[config.mk]
export PLATFORM = sky130hd
export DESIGN_NAME = nibble_array_packer_flat
export DESIGN_NICKNAME = d
export VERILOG_FILES = /design/src/rtl/nibble_array_packer_if.sv /design/src/rtl/nibble_array_packer.sv /design/src/flat_wrapper.sv
export SDC_FILE = /design/constraint.sdc
export NUM_CORES = 1
export LEC_CHECK = 0
export ABC_AREA = 1
export BUFFER_PORTS_ARGS = -buffer_cell sky130_fd_sc_hd__buf_2
export CORE_ASPECT_RATIO = 2
export CORE_MARGIN = 3
export CORE_UTILIZATION = 57
export CTS_CLUSTER_DIAMETER = 50
export DETAILED_ROUTE_END_ITERATION = 6
export PLACE_DENSITY = 0.88
export SKIP_LAST_GASP = 1
export SLEW_MARGIN = 0
export SYNTH_ARGS = -nofsm -noshare
export SYNTH_HDL_FRONTEND = slang
export SYNTH_SLANG_ARGS = --single-unit
[constraint.sdc]
create_clock -name clk -period 3 [get_ports clk]
set_input_delay 0.6 -clock clk [delete_from_list [all_inputs] [get_ports clk]]
set_output_delay 0.6 -clock clk [all_outputs]
set_load 0.01 [all_outputs]
[src/rtl/nibble_array_packer_if.sv]
// Handshake bundle between a nibble producer, the packer and a word consumer.
// Ports: in_valid/in_ready/in_nibble/in_last (nibble side), out_valid/out_ready/
//        out_data/out_count (word side), out_parity only with PACKER_PARITY_EN.
// master = nibble producer / word consumer side, slave = the packer itself.
interface nibble_array_packer_if #(
  parameter int LANES = 4
) ();

  logic                 in_valid;
  logic                 in_ready;
  logic [3:0]           in_nibble;
  logic                 in_last;
  logic                 out_valid;
  logic                 out_ready;
  logic [8*LANES-1:0]   out_data;
  logic [3:0]           out_count;
`ifdef PACKER_PARITY_EN
  logic [LANES-1:0]     out_parity;
`endif

`ifdef PACKER_PARITY_EN
  modport master (
    output in_valid, in_nibble, in_last, out_ready,
    input  in_ready, out_valid, out_data, out_count, out_parity
  );
  modport slave (
    input  in_valid, in_nibble, in_last, out_ready,
    output in_ready, out_valid, out_data, out_count, out_parity
  );
`else
  modport master (
    output in_valid, in_nibble, in_last, out_ready,
    input  in_ready, out_valid, out_data, out_count
  );
  modport slave (
    input  in_valid, in_nibble, in_last, out_ready,
    output in_ready, out_valid, out_data, out_count
  );
`endif

endinterface

[src/rtl/nibble_array_packer.sv]
// Packs a stream of 4-bit nibbles into LANES-byte words; in_last closes a word early
// and fills the remaining nibble positions with PAD_NIBBLE.
// Latency: out_valid rises the cycle after the completing nibble is accepted.
// Backpressure: while a word is held and out_ready=0, in_ready is 0; a drain and a
// new nibble may transfer on the same edge, so throughput is one nibble per cycle.
// Ports: clk, reset (async, active-high), bus (nibble_array_packer_if.slave).
// Optional feature: define PACKER_PARITY_EN to add bus.out_parity (per-byte XOR).
module nibble_array_packer #(
  parameter int         LANES      = 4,     // 1..8 bytes per output word
  parameter logic [3:0] PAD_NIBBLE = 4'h0
) (
  input  logic                   clk,
  input  logic                   reset,
  nibble_array_packer_if.slave   bus
);

  localparam int NIBS = 2 * LANES;

  typedef enum logic [1:0] {
    IDLE = 2'd0,
    FILL = 2'd1,
    HOLD = 2'd2
  } state_t;

  state_t             state_q, state_d;
  logic [8*LANES-1:0] data_q,  data_d;
  // Nibble count needs 5 bits internally; LANES=8 full word (16) wraps to 0 on
  // the 4-bit out_count port.
  logic [4:0]         cnt_q,   cnt_d;
  logic [4:0]         pos;
  logic               in_rdy;
  logic               in_xfer;
  logic               out_xfer;

  // Held low during reset so nothing is accepted while state is being cleared.
  assign in_rdy   = !reset && ((state_q != HOLD) || bus.out_ready);
  assign in_xfer  = bus.in_valid && in_rdy;
  assign out_xfer = (state_q == HOLD) && bus.out_ready;

  // From IDLE or HOLD the incoming nibble always starts a fresh word.
  assign pos = (state_q == FILL) ? cnt_q : 5'd0;

  always_comb begin
    state_d = state_q;
    data_d  = data_q;
    cnt_d   = cnt_q;

    if (out_xfer) begin
      state_d = IDLE;
      cnt_d   = 5'd0;
    end

    if (in_xfer) begin
      if (state_q != FILL) begin
        data_d = '0;
      end
      for (int i = 0; i < NIBS; i++) begin
        if (5'(i) == pos) begin
          data_d[4*i +: 4] = bus.in_nibble;
        end else if (bus.in_last && (5'(i) > pos)) begin
          data_d[4*i +: 4] = PAD_NIBBLE;
        end
      end
      cnt_d = pos + 5'd1;
      if (bus.in_last || (pos == 5'(NIBS - 1))) begin
        state_d = HOLD;
      end else begin
        state_d = FILL;
      end
    end
  end

  always_ff @(posedge clk or posedge reset) begin
    if (reset) begin
      state_q <= IDLE;
      data_q  <= '0;
      cnt_q   <= 5'd0;
    end else begin
      state_q <= state_d;
      data_q  <= data_d;
      cnt_q   <= cnt_d;
    end
  end

  assign bus.in_ready  = in_rdy;
  assign bus.out_valid = (state_q == HOLD);
  assign bus.out_data  = data_q;
  assign bus.out_count = cnt_q[3:0];

`ifdef PACKER_PARITY_EN
  // Derived from the data register, so it is stable with out_data and 0 in reset.
  always_comb begin
    bus.out_parity = '0;
    for (int k = 0; k < LANES; k++) begin
      bus.out_parity[k] = ^data_q[8*k +: 8];
    end
  end
`endif

endmodule

[src/flat_wrapper.sv]
// flat-port wrapper written by rule: the top's interface ports become plain ports
module nibble_array_packer_flat 
#(
  parameter int         LANES      = 4,                                  
  parameter logic [3:0] PAD_NIBBLE = 4'h0
)
  (clk, reset, bus_in_valid, bus_in_nibble, bus_in_last, bus_out_ready, bus_in_ready, bus_out_valid, bus_out_data, bus_out_count);
  nibble_array_packer_if #(.LANES(LANES)) bus_i ();
  input  logic clk;
  input  logic reset;
  input wire logic [$bits(bus_i.in_valid)-1:0] bus_in_valid;
  input wire logic [$bits(bus_i.in_nibble)-1:0] bus_in_nibble;
  input wire logic [$bits(bus_i.in_last)-1:0] bus_in_last;
  input wire logic [$bits(bus_i.out_ready)-1:0] bus_out_ready;
  output wire logic [$bits(bus_i.in_ready)-1:0] bus_in_ready;
  output wire logic [$bits(bus_i.out_valid)-1:0] bus_out_valid;
  output wire logic [$bits(bus_i.out_data)-1:0] bus_out_data;
  output wire logic [$bits(bus_i.out_count)-1:0] bus_out_count;
  assign bus_i.in_valid = bus_in_valid;
  assign bus_i.in_nibble = bus_in_nibble;
  assign bus_i.in_last = bus_in_last;
  assign bus_i.out_ready = bus_out_ready;
  assign bus_in_ready = bus_i.in_ready;
  assign bus_out_valid = bus_i.out_valid;
  assign bus_out_data = bus_i.out_data;
  assign bus_out_count = bus_i.out_count;
  nibble_array_packer #(.LANES(LANES), .PAD_NIBBLE(PAD_NIBBLE)) u_core (.clk(clk), .reset(reset), .bus(bus_i));
endmodule
=== Yosys cells after proc, flatten, opt, wreduce, memory -nomap -nowiden ===
Index checks and enable logic that the tools add are counted.

* $add $sub $neg: 1
* $lt $le $gt $ge: 8
* Equality and inequality tests: 12
* Multiplexer cells: 23
* Reductions and logical operators: 32

{| class="wikitable"
|+ Operator list
! operator !! number
|-
| 2-to-1 mux 4 bit || 16
|-
| 2-to-1 mux 32 bit || 1
|-
| nonzero test 3 bit || 8
|-
| equality test 3 x 5 -> 1 bit (first input constant) || 4
|-
| greater-than comparator 3 x 5 -> 1 bit (first input constant) || 4
|-
| AND reduction 2 bit || 8
|-
| 2-to-1 mux 5 bit || 3
|-
| logical AND 1 bit || 11
|-
| equality test 2 x 5 -> 1 bit (first input constant) || 2
|-
| greater-than comparator 1 x 5 -> 1 bit (first input constant) || 2
|-
| greater-than comparator 2 x 5 -> 1 bit (first input constant) || 2
|-
| 2-to-1 mux 2 bit || 3
|-
| adder 5 x 1 -> 5 bit (second input constant) || 1
|-
| equality test 1 x 5 -> 1 bit (first input constant) || 1
|-
| equality test 5 x 3 -> 1 bit (second input constant) || 1
|-
| logical NOT 5 bit || 1
|-
| equality test 2 x 1 -> 1 bit (second input constant) || 1
|-
| equality test 2 bit (second input constant) || 1
|-
| logical OR 1 bit || 2
|-
| != test 2 x 1 -> 1 bit (second input constant) || 1
|-
| != test 2 bit (second input constant) || 1
|-
| nonzero test 2 bit || 1
|-
| logical NOT 1 bit || 1
|}

* Bits in registers: 39
* Output and inout port bits: 38

=== Logic depth before layout (Yosys ltp) ===
Gate-level depths: netlist of the first run.

* Depth after elaboration: 6
* Depth in mapped cells: 9
* Depth with buffers taken out: 9

=== Worst setup path before layout of the first run ===
Ideal clock, no wire load.

* Path type: input to register
* Start: input reset
* End: register u_core.data_q[4] (netlist: u_core.bus.out_data[4])
* Data arrival time: 2.247 ns
* Path slack: 0.636 ns
* Stages on the path: 7
* Buffers on the path: 1
* Cells stage by stage: inv_1 -> nand3_4 -> inv_4 -> buf_6 -> nand2_1 -> nand3_1 -> nand2_1

* Word-level cells in the longest chain between the ends: 4

{| class="wikitable"
|+ RTL lines
! what !! RTL line !! text
|-
| start, declared || flat_wrapper.sv:10 || <nowiki>input logic reset;</nowiki>
|-
| logical NOT 1 bit (no source line) || - ||
|-
| logical AND 1 bit || nibble_array_packer.sv:36 || <nowiki>assign in_rdy = !reset && ((state_q != HOLD) || bus.out_ready);</nowiki>
|-
| logical AND 1 bit || nibble_array_packer.sv:37 || <nowiki>assign in_xfer = bus.in_valid && in_rdy;</nowiki>
|-
| AND reduction 2 bit (no source line) || - ||
|-
| end signal, assigned || nibble_array_packer.sv:80 || <nowiki>data_q <= data_d;</nowiki>
|-
| end, declared || nibble_array_packer.sv:26 || <nowiki>logic [8*LANES-1:0] data_q, data_d;</nowiki>
|}

Every way passes these cells.
A chain may end at the register's enable or synchronous reset.

=== Worst setup path after layout of the first run ===
* Start: register u_core.state_q[0]
* End: output bus_in_ready

* Word-level cells in the longest chain between the ends: 3

{| class="wikitable"
|+ RTL lines
! what !! RTL line !! text
|-
| start, declared || nibble_array_packer.sv:25 || <nowiki>state_t state_q, state_d;</nowiki>
|-
| start signal, assigned || nibble_array_packer.sv:79 || <nowiki>state_q <= state_d;</nowiki>
|-
| != test 2 bit || nibble_array_packer.sv:36 ||
|-
| logical OR 1 bit || nibble_array_packer.sv:36 ||
|-
| logical AND 1 bit || nibble_array_packer.sv:36 ||
|-
| end, declared || flat_wrapper.sv:15 || <nowiki>output wire logic [$bits(bus_i.in_ready)-1:0] bus_in_ready;</nowiki>
|}

Every way passes these cells.

==> metrics, run 1 <==
DRC errors left 0; Worst-Skew Late Latency 0.29 ns; fin util 70.9%; Placed Area 2290 um^2; post-CTS setup repair buffer count 0; vias in the first global route 1966; pre-CTS setup slack 1.02 ns; WP data arrival 1.25 ns; Layout area overhead 18.8%; FF-to-FF path depth 7; Final Slew Violations 0; total power 1.36 mW; 1st-iter DRT viols 76; Leakage Power 1.39 nW; diode count 0; final non-filler cell total 340; Setup crit end kind output pin; RSZ-0062 raised after global routing no; clk slew on worst S/H paths 0.08 ns; # setup viols final 0; post-synthesis instance area 2040 um^2; post-synthesis sequential area ratio 47.9%; Min-Delay Path Class in2async; I/O Pins 47; gr ovfl total 0; Synthesis Warnings 0; leading post-synthesis cells by cell area dfrtp_1 (48%), nand2_1 (14%), nand3_1 (10%); Final period util 61.8%; Clock Tree Buf Depth 2; PortBufs 46; chip height 90.6 um; Hold Fails Final Rpt 0; dpl cells 332; Vias 1855; worst-path maximum fanout 7; First-pass DRT Iterations 4; largest net degree at the start of global routing 38; Clock Tree Root clkbuf_8; Die Footprint 4380 um^2; post-synth net total 253; Yosys top cell by area dfrtp_1; post-DR wirelength/cell 14.5 um; Worst Path Required 2.40 ns; VDD IR max 0.712 mV; design area 2420 um^2; final antenna-violating net count 0; global-route wire length before repair 8.43 mm; Core Box Area 3420 um^2; Final HPWL DP 3.68 mm; Crit-path slowest cell dfrtp_1; Hold Slack 0.230 ns; Cells after Synth 244; FMAX 540 MHz; P per Cell Area 561 nW/um^2; hold buffer count at CTS 0; Crit Path Class reg2out; num rows 30; Max-Cap Viols 0; Fillers 294; Initial Utilization 59.7%; synthesis-stage register bit count 39; H-tree levels 2; post-CTS resize count 0; Critical Path Start Type flip-flop; die width 48.3 um; slew of the pin with the lowest slew margin 0.468 ns; layout cells sized above 1 28.8%; Tmin final 1.85 ns; Via density 5.46; global placer's final weighted congestion 0.891; critical path cell sequence inv_2 > nand3_2 > nand2_1 > inv_1 > buf_2; total track usage 26.3%; nets 300; initial antenna violation count 0; Slew Limit Headroom 68.8%; share of the synthesized area in the top cell type 47.9%; total wire length 4.94 mm; final worst slack 1.15 ns; Final Skew 0.00658 ns; TritonCTS Buffers 5; CTS tree done; synthesized area per cell 8.36 um^2; Sink Count 39; status finished clean; Fin Setup TNS 0 ns; post-synthesis cell type count 27; CP max stage delay 0.48 ns
[critical path: cells and delay by family, from the launching register on]
kind	cells	cell delay (ns)
buf+inv	3	0.31
flops	1	0.48
simple gates	2	0.18
[sequential cells by signal, summed over array words and instances, names as in the netlist]
signal               flops
u_core.cnt_q             5
u_core.state_q           2
u_core.bus.out_data     32
[cells in the mapped netlist, drive strengths merged]
| master | count |
|---|---|
| o31ai | 1 |
| nand4 | 4 |
| a21oi | 1 |
| inv | 22 |
| nor2 | 21 |
| nand3 | 49 |
| o22ai | 1 |
| nand2 | 78 |
| o21ai | 17 |
| dfrtp | 39 |
| a31oi | 1 |
| buf | 7 |
| nor3 | 2 |
| o221ai | 1 |
[routing by layer]
layer / up-vias / track usage, % / wire length (um)
met1: 857 / 29.5 / 1780
met2: 83 / 42.4 / 2640
met3: 24 / 4.59 / 275
met5: - / 0 / 0
met4: 0 / 16.2 / 242
li1: 891 / - / -
[final cells by class]
type | count | area [um^2] | share of cell area (%)
flip-flops and latches | 39 | 976 | 40.3
repair buffers | 47 | 238 | 9.81
multi-input cells | 176 | 927 | 38.3
clock inverters | 3 | 67.6 | 2.79
inverters | 22 | 85.1 | 3.51
well taps | 48 | 60.1 | 2.48
clock buffers | 5 | 68.8 | 2.84
[placed cells by master (no fill, tap or decap), drive strengths merged]
cell | synthesis | layout
nand3 | 49 | 49
nand4 | 4 | 4
nor2 | 21 | 21
nand2 | 78 | 78
a21oi | 1 | 1
o22ai | 1 | 1
inv | 22 | 22
o221ai | 1 | 1
a31oi | 1 | 1
bufinv | 0 | 2
clkinvlp | 0 | 1
clkbuf | 0 | 5
o21ai | 17 | 17
nor3 | 2 | 2
o31ai | 1 | 1
dfrtp | 39 | 39
buf | 7 | 47
[power breakdown]
part           internal (mW)  total (mW)  switching [mW]
Sequential             0.563       0.603          0.0396
Combinational         0.0717       0.233           0.161
Clock                  0.332       0.522           0.191
Total                  0.967        1.36           0.391
[worst paths after layout]
| check | from | to | slack (ns) |
|---|---|---|---|
| setup reg to reg | u_core.state_q[0]$_DFFE_PP0P_ | u_core.bus.out_data[22]$_DFFE_PP0P_ | 1.31 |
| hold / removal | reset | u_core.state_q[0]$_DFFE_PP0P_ | 0.23 |
| max in group asynchronous | reset | u_core.bus.out_data[25]$_DFFE_PP0P_ | 2.00 |
| min in group clk | u_core.bus.out_data[14]$_DFFE_PP0P_ | u_core.bus.out_data[14]$_DFFE_PP0P_ | 0.47 |
| setup / recovery | u_core.state_q[0]$_DFFE_PP0P_ | bus_in_ready | 1.15 |
| hold reg to reg | u_core.bus.out_data[14]$_DFFE_PP0P_ | u_core.bus.out_data[14]$_DFFE_PP0P_ | 0.47 |
[cells by family (layout without fill, tap and decap cells)]
group / count (synthesis) / count (layout) / share of synthesized area, %
buffers and inverters: 29 / 77 / 6.69
DFF: 39 / 39 / 47.9
and+or+nand+nor: 154 / 154 / 39.1
AOI/OAI and AO/OA: 22 / 22 / 6.38
Power figures use the tool's default switching activity.
==> run 2, diff against run 1 <==
--- a/config.mk
+++ b/config.mk
@@ -9,10 +9,10 @@
 export BUFFER_PORTS_ARGS = -buffer_cell sky130_fd_sc_hd__buf_2
 export CORE_ASPECT_RATIO = 2
 export CORE_MARGIN = 3
-export CORE_UTILIZATION = 57
+export CORE_UTILIZATION = 48
 export CTS_CLUSTER_DIAMETER = 50
 export DETAILED_ROUTE_END_ITERATION = 6
-export PLACE_DENSITY = 0.88
+export PLACE_DENSITY = 0.79
 export SKIP_LAST_GASP = 1
 export SLEW_MARGIN = 0
 export SYNTH_ARGS = -nofsm -noshare
==> constraint.sdc (replaced) <==
create_clock -name clk -period 1.7 [get_ports clk]
set_input_delay 0.34 -clock clk [delete_from_list [all_inputs] [get_ports clk]]
set_output_delay 0.34 -clock clk [all_outputs]
set_load 0.01 [all_outputs]
==> run 2 against run 1 <==
Worst hold slack got worse by 0.082 ns; clock skew decreased by 0.0023 ns; via count decreased by 0.70%; count of clock-buffer cells in the layout increased by 1; non-clock buffer count increased by 7.
==> metrics, run 2 (same netlist as run 1, synthesis figures left out) <==
final antenna-violating net count 0 (unchanged); critical path cell sequence inv_2 > nand2_1 > a31oi_2 > inv_1 > nand2_1 > nand3_1 > o21ai_1; worst reg-to-reg setup slack 0.09 ns (-1.22 ns); Sink Count 39 (unchanged); DRC errors left 0 (unchanged); Worst Path Buf+Inv 2 (-1); final non-filler cell total 350 (+2.9%); worst-path maximum fanout 7 (unchanged); largest net degree at the start of global routing 21 (-45%); layout cells sized above 1 32.8% (+4.0 points); Fillers 375 (+28%); PortBufs 46 (unchanged); Fin Setup TNS 0 ns (unchanged); 1st-iter DRT viols 55 (-28%); commonest non-fill, non-tap cells in the layout nand2_1 (71), buf_2 (46), nand3_1 (39), dfrtp_1 (39), inv_1 (17); Multi-input gate area 977 um^2 (+5.4%); Core Box Area 3960 um^2 (+16%); Via density 5.26 (-3.5%); met1 GRT Util 25.3% (-4.2 points); status finished clean; Setup crit end kind flip-flop; Max-Cap Viols 0 (unchanged); Worst-Skew Late Latency 0.29 ns (about the same); Worst Path Required 1.92 ns (-0.48 ns); Final Skew 0.00433 ns (-0.00225 ns); Final HPWL DP 4.15 mm (+13%); TritonCTS Buffers 5 (unchanged); Largest register FFs 32 (unchanged); diode count 0 (unchanged); hold buffer count at CTS 0 (unchanged); FMAX 622 MHz; most common cell after layout, fill and taps aside nand2_1; initial antenna violation count 0 (unchanged); VDD IR max 0.506 mV (-29%); Crit path top cell by count nand2_1; Hold Fails Final Rpt 0 (unchanged); WP data arrival 1.83 ns (+0.58 ns); total track usage 23.7% (-2.6 points); FF+latch area 976 um^2 (unchanged); Vias 1842 (-0.70%); busiest grt layer met2; H-tree levels 2 (unchanged); clk slew on worst S/H paths 0.08 ns (about the same); Final period util 94.6%; I/O Pins 47 (unchanged); die width 52.1 um (+7.9%); num rows 32 (+6.7%); # setup viols final 0 (unchanged); slew of the pin with the lowest slew margin 0.329 ns (-0.139 ns); CTS tree done; gr ovfl total 0 (unchanged); Initial Utilization 51.5% (-8.3 points); post-DR wirelength/cell 15.3 um (+5.2%); Leakage Power 1.40 nW (+0.93%); global-route wire length before repair 9.20 mm (+9.2%); Crit-path slowest cell dfrtp_1; First-pass DRT Iterations 4 (unchanged); global placer's final weighted congestion 1.01 (+13%); Layout area overhead 21.7%; Slew Limit Headroom 78.1% (+9.3 points); CP top delay family simple AND/OR/NAND/NOR gates; Crit Path Class reg2reg; Final Slew Violations 0 (unchanged); nets 307 (+2.3%); total wire length 5.35 mm (+8.3%); RSZ-0062 raised after global routing yes; Die Footprint 5110 um^2 (+17%); FF-to-FF path depth 7 (unchanged); Clock Tree Root clkbuf_8; chip height 98.2 um (+8.4%); Critical Path Start Type flip-flop; vias in the first global route 1994 (+1.4%); Clock Tree Buf Depth 2 (unchanged); FF-to-FF End u_core.bus.out_data[28]$_DFFE_PP0P_; dpl cells 342 (+3.0%); global-route track usage on met2 42.6% (+0.22 points); P per Cell Area 866 nW/um^2 (+54%); GR Layer Usage met3 3.36% (-1.2 points); critical path depth 7 (+2); CP max stage delay 0.44 ns (-0.04 ns); Min-Delay Path Class in2async; Tmin final 1.61 ns; reg-to-reg startpoint u_core.state_q[1]$_DFFE_PP0P_
-- run 2: stage by stage --
| step | hold WS [ns] | power [mW] | instance area, um^2 | worst slack (ns) | utilization (%) |
|---|---|---|---|---|---|
| final | 0.148 | 2.15 | 2480 | 0.0925 | 62.6 |
| after global routing | 0.182 | 2.25 | 2480 | -0.0258 | 62.6 |
| after CTS | 0.167 | 2.15 | 2470 | 0.0959 | 62.3 |
| after detailed placement | 0.456 | 1.53 | 2380 | 0.143 | 60.2 |
| after global placement | 0.450 | 1.52 | 2380 | 0.141 | 60.2 |
| after floorplan | 0.333 | 1.37 | 2090 | -0.0686 | - |
-- run 2: how the worst max path moves through the flow --
| stage | from | to | slack, ns |
|---|---|---|---|
| floorplan | reset | u_core.bus.out_data[10]$_DFFE_PP0P_ | -0.07 |
| global placement | u_core.state_q[1]$_DFFE_PP0P_ | u_core.bus.out_data[24]$_DFFE_PP0P_ | 0.14 |
| detailed placement | u_core.state_q[1]$_DFFE_PP0P_ | u_core.bus.out_data[27]$_DFFE_PP0P_ | 0.14 |
| CTS | u_core.state_q[1]$_DFFE_PP0P_ | u_core.bus.out_data[29]$_DFFE_PP0P_ | 0.1 |
| global route | u_core.state_q[1]$_DFFE_PP0P_ | u_core.bus.out_data[29]$_DFFE_PP0P_ | -0.03 |
| finish | u_core.state_q[1]$_DFFE_PP0P_ | u_core.bus.out_data[28]$_DFFE_PP0P_ | 0.09 |
-- run 2: power breakdown --
group	switching (mW)	leakage (nW)	internal [mW]
Sequential	0.0701	0.532	0.994
Combinational	0.305	0.829	0.149
Clock	0.344	0.0412	0.287
Total	0.719	1.40	1.43
-- run 2: area by class of cell --
class	instances	share of cell area, %
Multi-Input combinational cell	176	39.4
Sequential cell	39	39.3
Timing Repair Buffer	54	11.7
Inverter	22	3.58
Clock buffer	6	2.92
Tap cell	51	2.57
Clock inverter	2	0.504
-- run 2: worst register-to-register path: stages, from the launching register on --
cell and delay [ns]:
dfrtp_1 0.44, inv_2 0.17, nand2_1 0.20, a31oi_2 0.24, inv_1 0.13, nand2_1 0.16, nand3_1 0.12, o21ai_1 0.09
-- run 2: per-layer routing --
metal | vias to the layer above | wire (um)
met3 | 14 | 220
met1 | 870 | 1860
met2 | 54 | 3120
met4 | 0 | 160
li1 | 904 | -
met5 | - | 0
-- run 2: timing repair --
item,4_1_cts,5_1_grt
buffers inserted,0,0
gates resized for setup,0,2
hold endpoints to repair,0,0
setup endpoints to repair,0,10
==> run 3, diff against run 2 <==
--- a/config.mk
+++ b/config.mk
@@ -9,10 +9,11 @@
 export BUFFER_PORTS_ARGS = -buffer_cell sky130_fd_sc_hd__buf_2
 export CORE_ASPECT_RATIO = 2
 export CORE_MARGIN = 3
-export CORE_UTILIZATION = 48
+export CORE_UTILIZATION = 55
+export CTS_BUF_LIST = sky130_fd_sc_hd__clkbuf_4
 export CTS_CLUSTER_DIAMETER = 50
 export DETAILED_ROUTE_END_ITERATION = 6
-export PLACE_DENSITY = 0.79
+export PLACE_DENSITY = 0.85
 export SKIP_LAST_GASP = 1
 export SLEW_MARGIN = 0
 export SYNTH_ARGS = -nofsm -noshare
==> constraint.sdc (replaced) <==
create_clock -name clk -period 1.5 [get_ports clk]
set_input_delay 0.3 -clock clk [delete_from_list [all_inputs] [get_ports clk]]
set_output_delay 0.3 -clock clk [all_outputs]
set_load 0.01 [all_outputs]
==> run 3 against run 2 <==
The run now ends with negative setup slack left; non-clock buffer count rose by 16; combinational power rose by 58%; first-iteration DRC count rose by 110%; via count rose by 16%; die area fell by 12%; utilization rose by 17 points; routed wire length rose by 26%; global-route usage rose by 3.7 points; fmax fell by 0.64%; sequential share of layout area fell by 4.1 points; sequential power rose by 15%; critical path type unchanged; critical endpoint is now u_core.bus.out_data[26]$_DFFE_PP0P_; largest cell class unchanged.
==> metrics, run 3 (same netlist as run 1, synthesis figures left out) <==
DRC errors left 0 (unchanged); Final HPWL DP 4.11 mm (-0.81%); FF-to-FF path depth 10 (+3); total wire length 6.73 mm (+26%); chip height 92.1 um (-6.2%); Fillers 229 (-39%); Setup crit end kind flip-flop; Slew Limit Headroom 79.6% (+1.5 points); Tmin final 1.62 ns (+0.0104 ns); Crit Path Class reg2reg; Final Slew Violations 0 (unchanged); commonest non-fill, non-tap cells in the layout nand2_1 (62), buf_2 (46), dfrtp_1 (34); FMAX 618 MHz (-0.64%); final worst slack -0.118 ns (-0.210 ns); Final Skew 0.0196 ns (+0.0152 ns); P per Cell Area 956 nW/um^2 (+10%); WP data arrival 1.88 ns (+0.05 ns); Hold Fails Final Rpt 0 (unchanged); Crit-path slowest cell dfrtp_2; largest net degree at the start of global routing 23 (+9.5%); Fin Setup TNS -1.88 ns (-1.88 ns); global placer's final weighted congestion 0.961 (-4.6%); # setup viols final 27 (+27); clk slew on worst S/H paths 0.13 ns (+0.05 ns); PortBufs 46 (unchanged); CP max stage delay 0.46 ns (+0.02 ns); Layout area overhead 36.7%; I/O Pins 47 (unchanged); gr ovfl total 0 (unchanged); num rows 30 (-6.3%); worst-path maximum fanout 6 (-1); Leakage Power 1.51 nW (+7.6%); critical path cell sequence inv_2 > buf_6 > nor2_4 > nand3_4 > nor2_8 > nor2_4 > nand2_4 > nand2_4 > nand2_2 > nand2_1; Worst-Skew Late Latency 0.37 ns (+0.08 ns); pre-CTS setup slack -0.109 ns (-0.252 ns); 1st-iter DRT viols 113 (+110%); First-pass DRT Iterations 5 (+1); H-tree levels 2 (unchanged); Initial Utilization 58.4% (+7.0 points); nets 324 (+5.5%); final non-filler cell total 364 (+4.0%); Die Footprint 4520 um^2 (-12%); Core Box Area 3490 um^2 (-12%); critical path depth 10 (+3); Vias 2130 (+16%); TritonCTS Buffers 5 (unchanged); VDD IR max 1.00 mV (+98%); post-DR wirelength/cell 18.5 um (+21%); slew of the pin with the lowest slew margin 0.306 ns (-0.0227 ns); Via density 5.85 (+11%); failing checks negative setup slack; Clock Tree Buf Depth 2 (unchanged); Final period util 108% (+13 points); initial antenna violation count 0 (unchanged); dpl cells 341 (-0.29%); RSZ-0062 raised after global routing yes; hold buffer count at CTS 0 (unchanged); total track usage 27.4% (+3.7 points); Worst Path Buf+Inv 2 (unchanged); final antenna-violating net count 0 (unchanged); Critical Path Start Type flip-flop; CP top delay family simple AND/OR/NAND/NOR gates; global-route wire length before repair 9.52 mm (+3.4%); most common cell after layout, fill and taps aside nand2_1; Largest register FFs 32 (unchanged); Sink Count 39 (unchanged); layout cells sized above 1 44.9% (+12 points); diode count 0 (unchanged); status finished, violations left; Max-Cap Viols 0 (unchanged); Worst Path Required 1.76 ns (-0.16 ns); CTS tree done; vias in the first global route 2031 (+1.9%); Clock Tree Root clkbuf_4; Min-Delay Path Class in2async; die width 49.1 um (-5.8%)
[run 3: changes by cell type in the layout (fill, tap and decap cells not counted), sizes merged]
cell and delta:
buf +16, bufinv +1, clkbuf -1, clkinv +1, clkinvlp -1, nand3 +1
[run 3: per-stage QoR]
stage	hold WS [ns]	util (%)	total power [mW]	instance area (um^2)
3_3_place_gp	0.442	68.6	1.72	2400
6_report	0.0270	79.9	2.66	2790
5_1_grt	0.0429	79.9	2.76	2790
3_5_place_dp	0.446	68.6	1.74	2400
2_1_floorplan	0.293	-	1.55	2090
4_1_cts	0.0479	73.5	2.51	2560
[run 3: final cells by class]
cell class                 instances  area, um^2  area share [%]
clock buffer                       5        37.5            1.35
tap                               48        60.1            2.15
clock inverter                     3        43.8            1.57
multi-input combinational        177        1130            40.7
inverter                          22        96.3            3.46
timing repair buffer              70         434            15.6
sequential                        39         982            35.2
[run 3: layer usage]
layer | global-route usage [%] | share of wire, %
met2 | 48.4 | 54
met3 | 4.39 | 7.7
met5 | 0 | 0
met1 | 29.0 | 32
met4 | 18.3 | 6.4
[run 3: repair_timing]
action	4_1_cts	5_1_grt
setup buffers	5	9
pin swaps	0	8
resized for setup	10	40
cloned	0	1
endpoints found under the setup margin	21	39
[run 3: final timing paths]
path                                                            end                                start  slack (ns)
worst min-delay path            u_core.bus.out_data[13]$_DFFE_PP0P_                                reset        0.03
min in group clk                u_core.bus.out_data[21]$_DFFE_PP0P_                     bus_in_nibble[1]        0.21
worst min register to register  u_core.bus.out_data[14]$_DFFE_PP0P_  u_core.bus.out_data[14]$_DFFE_PP0P_        0.48
max in group asynchronous       u_core.bus.out_data[30]$_DFFE_PP0P_                                reset        1.21
worst max-delay path            u_core.bus.out_data[26]$_DFFE_PP0P_        u_core.state_q[0]$_DFFE_PP0P_       -0.12
worst max register to register  u_core.bus.out_data[26]$_DFFE_PP0P_        u_core.state_q[0]$_DFFE_PP0P_       -0.12
[run 3: worst min-delay path, stage by stage]
cell        delay [ns]
buf_2             0.11
clkinvlp_4        0.11
buf_4             0.27
[run 3: power by group]
group | switching (mW) | internal [mW]
registers | 0.0851 | 1.13
clock network | 0.380 | 0.351
logic | 0.446 | 0.273
total | 0.911 | 1.75
